File: config.mk
export PLATFORM = sky130hd
export DESIGN_NAME = fft_in_seq
export DESIGN_NICKNAME = d
export VERILOG_FILES = /design/src/rtl/fft_in_seq.sv
export SDC_FILE = /design/constraint.sdc
export NUM_CORES = 1
export LEC_CHECK = 0
export ABC_AREA = 1
export BUFFER_PORTS_ARGS = -buffer_cell sky130_fd_sc_hd__buf_4
export CORE_MARGIN = 2
export CORE_UTILIZATION = 40
export CTS_CLUSTER_SIZE = 24
export DETAILED_ROUTE_END_ITERATION = 10
export PLACE_DENSITY = 0.68
export SYNTH_ARGS = -nofsm -noshare
export SYNTH_HDL_FRONTEND = slang
export SYNTH_SLANG_ARGS = --single-unit
File: constraint.sdc
create_clock -name CLK -period 4.65 [get_ports CLK]
set_clock_uncertainty 0.2 [all_clocks]
set_input_delay 0 -clock CLK [delete_from_list [all_inputs] [get_ports CLK]]
set_output_delay 0 -clock CLK [all_outputs]
set_load 0.01 [all_outputs]
File: src/rtl/fft_in_seq.sv
// fft_in_seq: input sequencer in front of a 4-to-1 serial-to-parallel stage.
// Accepts one complex sample per cycle from upstream, numbers it within the
// frame, forwards it one cycle later and flags each completed 4-sample group.
// Optional feature: define FFT_IN_SEQ_FRAME_CNT_EN to enable the
// completed-frame counter on frame_cnt (tied to zero otherwise).
module fft_in_seq #(
  parameter int NB        = 16,
  parameter int FRAME_LEN = 32,
  localparam int SW       = $clog2(FRAME_LEN),
  localparam int GW       = $clog2(FRAME_LEN / 4)
) (
  input  logic          CLK,
  input  logic          RST,
  input  logic          en,
  input  logic          in_valid,
  output logic          in_ready,
  input  logic [NB-1:0] in_dr,
  input  logic [NB-1:0] in_di,
  output logic          s2p_start,
  output logic [NB-1:0] s2p_dr,
  output logic [NB-1:0] s2p_di,
  input  logic          s2p_rdy,
  output logic          grp_valid,
  output logic [GW-1:0] grp_idx,
  output logic          frame_last,
  output logic          busy,
  output logic          underflow,
  output logic          sync_err,
  input  logic          clr_err,
  output logic [15:0]   frame_cnt
);

  typedef enum logic [1:0] {IDLE, RUN, DRAIN} state_t;

  localparam logic [SW-1:0] LAST_IDX = SW'(FRAME_LEN - 1);
  localparam logic [GW-1:0] LAST_GRP = GW'(FRAME_LEN / 4 - 1);

  state_t        state, state_nxt;
  // sidx is the index of the slot handled this cycle; in RUN, sidx==0 marks
  // the frame boundary where a back-to-back start is possible.
  logic [SW-1:0] sidx, sidx_nxt;
  logic          in_ready_nxt;
  logic          slot;       // a sample slot is consumed this cycle
  logic          slot_zero;  // that slot is an underflow (zero sample)
  logic          start_ok;
  logic          iss_valid;  // s2p outputs carry a freshly issued sample
  logic [SW-1:0] iss_idx;
  logic          grp_hit;
  logic          sync_bad;

  assign start_ok = in_ready & en & in_valid;
  assign grp_hit  = iss_valid && (iss_idx[1:0] == 2'b11);
  // The stage must answer exactly on the group-0 grp_valid cycle.
  assign sync_bad = s2p_rdy != (grp_valid && (grp_idx == '0));

  // Next-state, slot-issue and ready decisions.
  always_comb begin
    // NOTE: every output of this block gets a default first so no path can infer a latch.
    state_nxt    = state;
    sidx_nxt     = sidx;
    in_ready_nxt = 1'b0;
    slot         = 1'b0;
    slot_zero    = 1'b0;
    case (state)
      IDLE: begin
        in_ready_nxt = en;
        if (start_ok) begin
          slot         = 1'b1;
          state_nxt    = RUN;
          sidx_nxt     = SW'(1);
          in_ready_nxt = 1'b1;
        end
      end
      RUN: begin
        if (sidx == '0) begin
          // Frame boundary: en gates whether the next frame follows directly.
          if (start_ok) begin
            slot         = 1'b1;
            sidx_nxt     = SW'(1);
            in_ready_nxt = 1'b1;
          end else begin
            state_nxt = DRAIN;
          end
        end else begin
          // Mid-frame: no stalls, a missing sample becomes a zero slot.
          slot      = 1'b1;
          slot_zero = ~in_valid;
          if (sidx == LAST_IDX) begin
            sidx_nxt     = '0;
            in_ready_nxt = en;
          end else begin
            sidx_nxt     = sidx + 1'b1;
            in_ready_nxt = 1'b1;
          end
        end
      end
      DRAIN: begin
        if (frame_last) begin
          state_nxt    = IDLE;
          in_ready_nxt = en;
        end
      end
      default: state_nxt = IDLE;
    endcase
  end

  // Control state register.
  always_ff @(posedge CLK or posedge RST) begin
    if (RST) begin
      state    <= IDLE;
      sidx     <= '0;
      in_ready <= 1'b0;
      busy     <= 1'b0;
    end else begin
      // NOTE: sequential state uses non-blocking assignments so every register samples pre-edge values.
      state    <= state_nxt;
      sidx     <= sidx_nxt;
      in_ready <= in_ready_nxt;
      busy     <= (state_nxt != IDLE);
    end
  end

  // Sample issue to the serial-to-parallel stage; data holds between issues.
  always_ff @(posedge CLK or posedge RST) begin
    if (RST) begin
      s2p_start <= 1'b0;
      s2p_dr    <= '0;
      s2p_di    <= '0;
      iss_valid <= 1'b0;
      iss_idx   <= '0;
    end else begin
      s2p_start <= slot && (sidx == '0);
      iss_valid <= slot;
      iss_idx   <= sidx;
      if (slot) begin
        s2p_dr <= slot_zero ? '0 : in_dr;
        s2p_di <= slot_zero ? '0 : in_di;
      end
    end
  end

  // Group qualification, one cycle behind the issue of each group's 4th sample.
  always_ff @(posedge CLK or posedge RST) begin
    if (RST) begin
      grp_valid  <= 1'b0;
      grp_idx    <= '0;
      frame_last <= 1'b0;
    end else begin
      grp_valid  <= grp_hit;
      frame_last <= grp_hit && (GW'(iss_idx >> 2) == LAST_GRP);
      if (grp_hit) grp_idx <= GW'(iss_idx >> 2);
    end
  end

  // Sticky error flags; a new error in the clearing cycle keeps the flag set.
  always_ff @(posedge CLK or posedge RST) begin
    if (RST) begin
      underflow <= 1'b0;
      sync_err  <= 1'b0;
    end else begin
      underflow <= slot_zero | (underflow & ~clr_err);
      sync_err  <= sync_bad  | (sync_err  & ~clr_err);
    end
  end

`ifdef FFT_IN_SEQ_FRAME_CNT_EN
  // Completed-frame counter, wraps naturally at 16 bits.
  always_ff @(posedge CLK or posedge RST) begin
    if (RST)             frame_cnt <= '0;
    else if (frame_last) frame_cnt <= frame_cnt + 16'd1;
  end
`else
  assign frame_cnt = '0;
`endif

endmodule

==> flow_summary_export.csv <==
group,metric,value,unit
global_routing,largest_net_degree_at_the_start_of_global_routing,56,
worst_hold_path,hold_path.class,"flip-flop to flip-flop",
global_routing,global_route.overflow_total,0,
worst_setup_path,reg2reg_depth,9,
worst_setup_path,cp_cell_sequence,"ha_1 > nand2_1 > nor2_1 > ha_1 > inv_1 > or2_2 > nor2_1 > a21oi_1 > dlygate4sd3_1",
timing,relSlewSlack,55.3,%
clock_network,total_cts_buffers,5,
die,core.rowCount,28,
pwr,cellPowerDensity,570,nW/um2
yosys,synth_area_per_cell,9.51,um2
global_routing,antenna_found_initial,0,
worst_hold_path,holdPathEnd,"iss_idx[4]",
worst_setup_path,critical-path-slowest-cell,"sky130_fd_sc_hd__dlygate4sd3_1",
die,fp.dieH,83.4,um
layout,most_common_cell_after_layout_fill_and_taps_aside,"sky130_fd_sc_hd__buf_4",
clock_network,cts_buffer_depth,2,
global_routing,number_of_global_route_vias_before_repair,2028,
timing,grt_setup_unrepaired,"false",
timing,tightest_pin_transition,0.671,ns
run,maxCapViolations,0,
routing,drtIter0Drc,108,
routing,total_wire_length,5.75,mm
yosys,synth.cell_area,2520,um2
timing,setup-violations-final,0,
timing,final.period_utilization,51.0,%
worst_setup_path,cp.required,4.65,ns
die,effective_utilization_at_floorplan,42.1,%
yosys,yosysUniqueCellTypes,24,
yosys,post_synth_inst_count,265,
routing,via_per_inst,4.80,
clock_network,cts_setup_buffers,0,
timing,holdWs,0.245,ns
die,design.core.area,5990,um2
die,floorplan.io_pins,96,
timing,final-hold-violation-count,0,
yosys,synthDominantCellAreaShare,54.6,%
layout,stdcell_count,453,
place,place.gp.congestion,0.797,
place,hpwl,3.64,mm
clock_network,clock_sink_count,55,
layout,finalInstanceArea,3530,um2
global_routing,grt_util_all_layers,16.8,%
worst_setup_path,timing_worst_setup_path_type,"flip-flop to flip-flop",
worst_setup_path,crit_path_max_incr_delay,0.55,ns
routing,dr_total_vias,2175,
worst_setup_path,start_kind,"flip-flop",
timing,fmax,422,MHz
routing,route.detailed.wl_per_inst,12.7,um
routing,detailedRoute.firstPassIterationCount,4,
yosys,ys_seq_area_share,54.6,%
worst_setup_path,critPathMaxFanout,6,
clock_network,clkSlewWorstSetupHoldPaths,0.10,ns
timing,post-route-min-period,2.37,ns
pwr,vdd.ir_drop.worst,0.282,mV
layout,most-common-layout-cells,"sky130_fd_sc_hd__buf_4 (80), sky130_fd_sc_hd__nand3_1 (66), sky130_fd_sc_hd__nand2_1 (57)",
place,numPlacedInstances,406,
timing,final_max_slew_viol_count,0,
pwr,leakage,1.86,nW
yosys,yosysWarningCount,0,
layout,drive_gt1_share,27.5,%
worst_setup_path,r2r_start,"sidx[0]",
clock_network,tritoncts,"built",
yosys,synth.top_cells.by_area,"sky130_fd_sc_hd__dfrtp_1 (55%), sky130_fd_sc_hd__nand3_1 (13%), sky130_fd_sc_hd__nand2_1 (8.5%), sky130_fd_sc_hd__buf_4 (6.0%), sky130_fd_sc_hd__nand3_2 (2.8%)",
clock_network,h-tree-depth,2,
worst_hold_path,timing.hold.worst_path_depth,0,
place,port_buffers,79,
run_status,status,"finished, final reports clean",
worst_setup_path,worstPathArrival,2.37,ns
layout,final_nets,418,
place,detailed_place.area,3050,um2
yosys,yosys_reg_bits,55,
worst_setup_path,endpoint_kind,"flip-flop",
clock_network,cts_root_buf,"sky130_fd_sc_hd__clkbuf_8",
layout,area.growth.synth_to_final,39.9,%
die,floorplan.die_area,6950,um2
worst_setup_path,worst-r2r-setup-slack,2.28,ns
routing,postRouteAntennaNets,0,
routing,drcViolationCount,0,
timing,fin_setup_tns,0,ns
die,die_w,83.4,um
layout,antennaDiodeCount,0,
worst_setup_path,worst_r2r_endpoint,"in_ready",
clock_network,clkLatencyLatePin,0.31,ns
worst_hold_path,hold_start,"sidx[4]",
yosys,post_synthesis_cell_type_with_the_largest_combined_area,"sky130_fd_sc_hd__dfrtp_1",
global_routing,grt_pass1_wl,9.65,mm
## cells in the mapped netlist
cell type and instances:
sky130_fd_sc_hd__nand3_1 66, sky130_fd_sc_hd__o21ai_0 5, sky130_fd_sc_hd__inv_1 15, sky130_fd_sc_hd__nor2_8 1, sky130_fd_sc_hd__ha_1 3, sky130_fd_sc_hd__nand4_4 1
sky130_fd_sc_hd__o211ai_1 1, sky130_fd_sc_hd__or2_2 2, sky130_fd_sc_hd__buf_8 1, sky130_fd_sc_hd__nand2_4 2, sky130_fd_sc_hd__nor2_1 9, sky130_fd_sc_hd__nand2_1 57
sky130_fd_sc_hd__conb_1 1, sky130_fd_sc_hd__nand3b_1 2, sky130_fd_sc_hd__inv_2 1, sky130_fd_sc_hd__nand3_2 7, sky130_fd_sc_hd__buf_6 3, sky130_fd_sc_hd__a21oi_1 1
sky130_fd_sc_hd__nand2_2 1, sky130_fd_sc_hd__nand4_1 5, sky130_fd_sc_hd__buf_4 20, sky130_fd_sc_hd__dfrtp_1 55, sky130_fd_sc_hd__nor3_1 1, sky130_fd_sc_hd__buf_2 5
## worst max-delay path by stage
stage	cells after the start	end	from	slack [ns]
2_1_floorplan	10	s2p_di[0]	sidx[0]	2.98
4_1_cts	9	in_ready	sidx[0]	2.28
6_report	9	in_ready	sidx[0]	2.28
3_3_place_gp	9	s2p_di[12]	sidx[0]	2.46
5_1_grt	9	in_ready	sidx[0]	2.08
3_5_place_dp	9	s2p_di[4]	sidx[0]	2.38
## power by group
group	internal [mW]	switching [mW]
sequential	0.679	0.140
clock	0.105	0.156
combinational	0.415	0.515
## final cells by class
| type | count | area, um2 |
|---|---|---|
| Timing Repair Buffer | 119 | 991 |
| Multi-Input combinational cell | 180 | 917 |
| Clock buffer | 5 | 68.8 |
| Sequential cell | 55 | 1380 |
| Inverter | 16 | 60.1 |
| Clock inverter | 3 | 20.0 |
| Tap cell | 75 | 93.8 |
| Fill cell | 516 | 2460 |
## metrics by stage
stage          power, mW  setup slack (ns)  utilization, %
6_report            2.01              2.28            58.9
5_1_grt             2.17              2.08            58.9
4_1_cts             2.03              2.28            58.9
3_5_place_dp        1.73              2.38            50.9
3_3_place_gp        1.70              2.46            50.9
2_1_floorplan       1.40              2.98               -
## flip-flops by register name, summed over array words and instances (netlist names), 2 cells and up
name     count
grp_idx      3
iss_idx      5
s2p_di      16
s2p_dr      16
sidx         5
state        2
## worst max-delay path, delay by kind of cell (launching register included)
kind | cells | cell delay [ns]
fa+ha+maj | 2 | 0.36
flops | 1 | 0.43
simple gates | 4 | 0.59
buf+inv | 2 | 0.64
compound gates | 1 | 0.05
## layer usage
metal / up-vias / track usage [%] / share of wire, %
met5: - / 0 / 0
met4: 0 / 5.07 / 1.3
met3: 6 / 3.98 / 5.9
met2: 83 / 27.3 / 49
met1: 1024 / 22.2 / 44
li1: 1062 / - / -
## cell families after synthesis
group,Yosys count,synth area share (%)
flip-flops,55,54.6
adder cells (fa/ha/maj),3,1.49
other,1,0.149
buffers and inverters,45,11.3
AO/OA/AOI/OAI,7,1.49
AND/OR/NAND/NOR,154,31.0
## what timing repair did
| item | CTS | global route |
|---|---|---|
| hold buffers | 39 | 0 |
| resized for setup | 0 | 0 |
| endpoints found under the hold margin | 92 | 0 |
Note: power is estimated with default switching activity, not from simulation.
